==> src/rtl/adc_decim_pkg.sv <==
// adc_decim_pkg: shared types and helpers for the ADC boxcar decimator.
//   state_t   : decimator FSM states (IDLE / ACC)
//   win_len   : number of samples per output window for a given LOG2_DEC
//   to_signed : converts a raw ADC code to a sign-extended two's-complement sample
package adc_decim_pkg;

  typedef enum logic [0:0] {
    IDLE = 1'b0,
    ACC  = 1'b1
  } state_t;

  localparam int DEF_LOG2_DEC = 4;

  function automatic int unsigned win_len(input int unsigned log2_dec);
    return 32'd1 << log2_dec;
  endfunction

  // Offset-binary codes become two's complement by flipping the MSB; the
  // shift pair then sign-extends from bit (bits-1) up to 32 bits.
  function automatic logic signed [31:0] to_signed(input logic [31:0] code,
                                                   input int unsigned bits,
                                                   input bit is_signed);
    logic [31:0] raw;
    raw = code;
    if (!is_signed) raw[bits-1] = ~raw[bits-1];
    return $signed(raw << (32 - bits)) >>> (32 - bits);
  endfunction

endpackage

==> src/rtl/adc_decim_acc.sv <==
// adc_decim_acc: window accumulator for the boxcar decimator.
//   clk, rst_n  : clock, asynchronous active-low reset
//   run         : accumulate the current sample; low clears the partial window
//   sample      : sign-extended sample (W bits)
//   flag        : overflow flag of the current sample
//   last        : current sample is the last one of the window
//   sum         : window sum including the current sample (valid with last)
//   wovfl_final : window overflow including the current sample (valid with last)
module adc_decim_acc
  import adc_decim_pkg::*;
#(
  parameter int W        = 12,
  parameter int LOG2_DEC = DEF_LOG2_DEC
) (
  input  logic                clk,
  input  logic                rst_n,
  input  logic                run,
  input  logic signed [W-1:0] sample,
  input  logic                flag,
  output logic                last,
  output logic signed [W-1:0] sum,
  output logic                wovfl_final
);

  localparam logic [LOG2_DEC-1:0] CNT_LAST = LOG2_DEC'(win_len(LOG2_DEC) - 1);

  logic signed [W-1:0] acc_q, acc_d;
  logic [LOG2_DEC-1:0] cnt_q, cnt_d;
  logic                wovfl_q, wovfl_d;

  // On the last sample the window restarts from zero on the same edge so
  // consecutive windows follow each other with no gap.
  always_comb begin
    last        = run && (cnt_q == CNT_LAST);
    sum         = acc_q + sample;
    wovfl_final = wovfl_q | flag;
    acc_d       = acc_q;
    cnt_d       = cnt_q;
    wovfl_d     = wovfl_q;
    if (!run || last) begin
      acc_d   = '0;
      cnt_d   = '0;
      wovfl_d = 1'b0;
    end else begin
      acc_d   = sum;
      cnt_d   = cnt_q + 1'b1;
      wovfl_d = wovfl_final;
    end
  end

  always_ff @(posedge clk or negedge rst_n) begin
    if (!rst_n) begin
      acc_q   <= '0;
      cnt_q   <= '0;
      wovfl_q <= 1'b0;
    end else begin
      acc_q   <= acc_d;
      cnt_q   <= cnt_d;
      wovfl_q <= wovfl_d;
    end
  end

endmodule

==> src/rtl/adc_decim.sv <==
// adc_decim: boxcar decimator for ADC codes with valid/ready output.
// Sums 2^LOG2_DEC consecutive samples into a full-precision signed result.
//   clk, rst_n         : sample clock, asynchronous active-low reset
//   en                 : high = accumulate continuous windows
//   code               : ADC code (BITS)
//   ovfl_pos/ovfl_neg  : ADC overflow flags for this code
//   clr                : synchronous clear of drop
//   dat, ovfl, val     : window sum, window overflow, output valid
//   rdy                : downstream ready
//   drop               : sticky, a completed window was lost
// Build option ADC_DECIM_OVFL_DISCARD_EN: windows containing an overflowed
// sample are silently discarded and ovfl is tied to 0.
module adc_decim
  import adc_decim_pkg::*;
#(
  parameter int    BITS     = 8,
  parameter string TYPE     = "unsigned",
  parameter int    LOG2_DEC = DEF_LOG2_DEC
) (
  input  logic                         clk,
  input  logic                         rst_n,
  input  logic                         en,
  input  logic [BITS-1:0]              code,
  input  logic                         ovfl_pos,
  input  logic                         ovfl_neg,
  input  logic                         clr,
  output logic signed [BITS+LOG2_DEC-1:0] dat,
  output logic                         ovfl,
  output logic                         val,
  input  logic                         rdy,
  output logic                         drop
);

  localparam int W         = BITS + LOG2_DEC;
  localparam bit IS_SIGNED = (TYPE == "signed");

  state_t              state_q, state_d;
  logic                run;
  logic signed [W-1:0] sample;
  logic                last;
  logic signed [W-1:0] sum;
  logic                wovfl_final;
  logic                accept;
  logic                load;
  logic                lost;

  logic signed [W-1:0] dat_q, dat_d;
  logic                val_q, val_d;
  logic                drop_q, drop_d;

  assign sample = W'(to_signed(32'(code), BITS, IS_SIGNED));

  // Dropping en in ACC discards the partial window on that same edge.
  assign run = (state_q == ACC) && en;

  adc_decim_acc #(
    .W        (W),
    .LOG2_DEC (LOG2_DEC)
  ) u_acc (
    .clk         (clk),
    .rst_n       (rst_n),
    .run         (run),
    .sample      (sample),
    .flag        (ovfl_pos | ovfl_neg),
    .last        (last),
    .sum         (sum),
    .wovfl_final (wovfl_final)
  );

  always_comb begin
    state_d = state_q;
    case (state_q)
      IDLE:    if (en)  state_d = ACC;
      ACC:     if (!en) state_d = IDLE;
      default: state_d = IDLE;
    endcase
  end

`ifdef ADC_DECIM_OVFL_DISCARD_EN
  assign accept = last && !wovfl_final;
  assign ovfl   = 1'b0;
`else
  assign accept = last;
`endif

  // A completed window loads if the output slot is free or is being emptied
  // on this same edge; otherwise it is lost and flagged.
  assign load = accept && (!val_q || rdy);
  assign lost = accept && val_q && !rdy;

  always_comb begin
    dat_d  = dat_q;
    val_d  = val_q;
    drop_d = drop_q;
    if (load) begin
      dat_d = sum;
      val_d = 1'b1;
    end else if (val_q && rdy) begin
      val_d = 1'b0;
    end
    if (lost)     drop_d = 1'b1;
    else if (clr) drop_d = 1'b0;
  end

  always_ff @(posedge clk or negedge rst_n) begin
    if (!rst_n) begin
      state_q <= IDLE;
      dat_q   <= '0;
      val_q   <= 1'b0;
      drop_q  <= 1'b0;
    end else begin
      state_q <= state_d;
      dat_q   <= dat_d;
      val_q   <= val_d;
      drop_q  <= drop_d;
    end
  end

`ifndef ADC_DECIM_OVFL_DISCARD_EN
  logic ovfl_q, ovfl_d;

  always_comb begin
    ovfl_d = ovfl_q;
    if (load) ovfl_d = wovfl_final;
  end

  always_ff @(posedge clk or negedge rst_n) begin
    if (!rst_n) ovfl_q <= 1'b0;
    else        ovfl_q <= ovfl_d;
  end

  assign ovfl = ovfl_q;
`endif

  assign dat  = dat_q;
  assign val  = val_q;
  assign drop = drop_q;

endmodule
==> config.mk <==
export PLATFORM = sky130hd
export DESIGN_NAME = adc_decim
export DESIGN_NICKNAME = d
export VERILOG_FILES = /design/src/rtl/adc_decim_pkg.sv /design/src/rtl/adc_decim_acc.sv /design/src/rtl/adc_decim.sv
export SDC_FILE = /design/constraint.sdc
export NUM_CORES = 1
export LEC_CHECK = 0
export CORE_MARGIN = 1.5
export CORE_UTILIZATION = 25
export CTS_BUF_LIST = sky130_fd_sc_hd__clkbuf_4
export CTS_CLUSTER_DIAMETER = 120
export DETAILED_ROUTE_END_ITERATION = 8
export SYNTH_ARGS = -nofsm -noshare
export SYNTH_HDL_FRONTEND = slang
export SYNTH_HIERARCHICAL = 1
export SYNTH_SLANG_ARGS = --single-unit
==> constraint.sdc <==
create_clock -name clk -period 3.1 [get_ports clk]
set_input_delay 0.62 -clock clk [delete_from_list [all_inputs] [get_ports clk]]
set_output_delay 0.62 -clock clk [all_outputs]
set_load 0.01 [all_outputs]
==> results.cfg <==
[clock_network]
root_buffer = clkbuf_4
insertion_delay_ps = 330
post_cts_resized = 0
h-tree-depth = 2
cts_hold_buf = 0
cts_setup_buffers = 0
cts_buffers = 5
clk_path_buf_depth = 2
clkSinkCount = 33
clk_pin_slew_ps = 100
cts_tree = yes

[route]
drt_iter0_drc = 36
drc_errors = 0
wire_per_inst_um = 12.8
num_vias = 1144
drtPass1Iterations = 4
via_per_inst = 4.42
finalWirelength_um = 3320
ant_nets = 0

[floorplanning]
die_x_um = 86.4
core_area_mm2 = 0.00676
rows = 30
ios = 30
start_util_pct = 25.7
dieArea_mm2 = 0.00747
die_h_um = 86.4

[synth]
postSynthCellCount = 143
synth_ff_type = dfrtp_1
netlist_area_mm2 = 0.00174
synth.most_common_cell = dfrtp_1
synth_top_area_share_pct = 47.5
synth_common_cells = dfrtp_1 (33), ha_1 (12), and2_1 (10), mux2_4 (10)
synth_area_per_cell_um2 = 12.2
yosysSeqAreaShare_pct = 47.5
ys_ff_latch = 33
yosysTopAreaCell = dfrtp_1
synth-edff-count = 0
async_flop_share_pct = 100
synthesis.nets = 171
ys_warn_count = 6
synth_cell_types = 35
yosys-top-cells-area = dfrtp_1 (47%), ha_1 (8.6%), mux2_4 (8.6%), and2_1 (3.6%), xnor2_1 (3.0%)

[timing]
hold_viol = 0
finalSetupViolCount = 0
tightest_slew_ps = 436
timing.setup.tns_ps = 0
fmax_mhz = 392
slew_violations = 0
period_needed_ps = 2550
fin_crit_sh_pct = 82.3
skew_ps = 3.44
relSlewSlack_pct = 71.0
rsz0062_at_grt = no

[critical_path]
required_ps = 3330
cp.arrival_ps = 2790
critPathKind = input pin to flip-flop
cp-end-kind = flip-flop
worstPathMaxFanout = 2
cp-start-kind = input pin
r2r_slack_ps = 880
rr_worst_depth = 8

[global_routing]
grt_pass1_vias = 1201
grt-ovfl-total = 0
antenna_found_initial = 0
grt_use_total_pct = 10.1
grt_pass1_wl_um = 5650
grt_max_degree = 34

[final_layout]
area_delta_synth_final_pct = 26.0
num_antenna_cells = 0
final_nets = 206
post-route-cell-area_mm2 = 0.00219
drive_gt1_share_pct = 16.8
fill_cells = 691

[hold_path]
hold_path_class = flip-flop to flip-flop
worstHoldPathCells = 1

[run_status]
status = finished clean

[placed_design]
placed_cell_area_mm2 = 0.00211
io_buffers = 29
hpwl_um = 2360
routabilityCongestion = 0.764

[power]
leakagePower_nw = 1.10
ir_worst_vdd_mv = 0.163
p_per_area_mw_per_mm2 = 429

[run]
maxCapViolCount = 0
==> routing by layer <==
metal	wire (µm)	track usage [%]	vias to the layer above
met3	169	3.14	8
met2	1400	15.6	24
li1	-	-	573
met1	1670	12.8	539
met4	77	4.84	0
met5	0	0	-
==> logic make-up after synthesis <==
kind of cell | Yosys count | synth area share [%]
xor+xnor | 12 | 6.04
simple gates | 40 | 13.2
buf+inv | 8 | 2.66
flops | 33 | 47.5
fa+ha+maj | 13 | 9.78
mux | 14 | 11.2
compound gates | 23 | 9.71
==> layout by cell type (no fill, tap or decap), types with 7 or more instances in the layout <==
| master | count |
|---|---|
| a21oi_1 | 7 |
| and2_1 | 10 |
| and3_1 | 7 |
| clkdlybuf4s50_1 | 29 |
| dfrtp_1 | 33 |
| ha_1 | 12 |
| mux2_4 | 10 |
==> registers in the layout, summed over array words and instances, names as in the netlist <==
register       flops
dat               12
drop               1
ovfl               1
state_q            1
u_acc/acc_q       12
u_acc/cnt_q        4
u_acc/wovfl_q      1
val                1
==> worst paths after layout <==
check,startpoint,end
setup / recovery,code[0],dat[10]
hold / removal,u_acc/cnt_q[0],u_acc/cnt_q[0]
setup reg to reg,u_acc/acc_q[0],dat[10]
hold reg to reg,u_acc/cnt_q[0],u_acc/cnt_q[0]
max in group asynchronous,rst_n,dat[9]
min in group asynchronous,rst_n,dat[4]
==> worst max-delay path, cell delays in order <==
cell and delay (ps):
clkdlybuf4s50_1 410, ha_1 230, fa_1 410, a21o_1 210
a221oi_2 310, o21ai_2 120, o22ai_2 150, xnor2_1 80
mux2_2 250
==> metrics by stage <==
step | util [%] | total power [mW] | hold slack [ps] | instances | worst slack (ps)
floorplan | - | 0.570 | 324 | 143 | 739
global placement | 31.3 | 0.624 | 457 | 251 | 207
detailed placement | 31.3 | 0.624 | 453 | 251 | 189
CTS | 32.4 | 0.959 | 474 | 259 | 566
global route | 32.4 | 1.00 | 513 | 259 | 445
finish | 32.4 | 0.939 | 472 | 259 | 547
==> report_power, final <==
part,internal (mW),leakage (nW),switching (mW)
registers,0.445,0.451,0.00576
clock network,0.177,0.0433,0.149
logic,0.0776,0.607,0.0858
total,0.699,1.10,0.241
==> final cells by class <==
cell class	instances	area, µm²	share of cell area (%)
clock buffer	6	45.0	2.05
clock inverter	2	33.8	1.54
inverter	6	22.5	1.03
multi-input combinational	102	867	39.6
sequential	33	826	37.7
tap	80	100	4.57
timing repair buffer	30	298	13.6
Note: power is estimated with default switching activity, not from simulation.
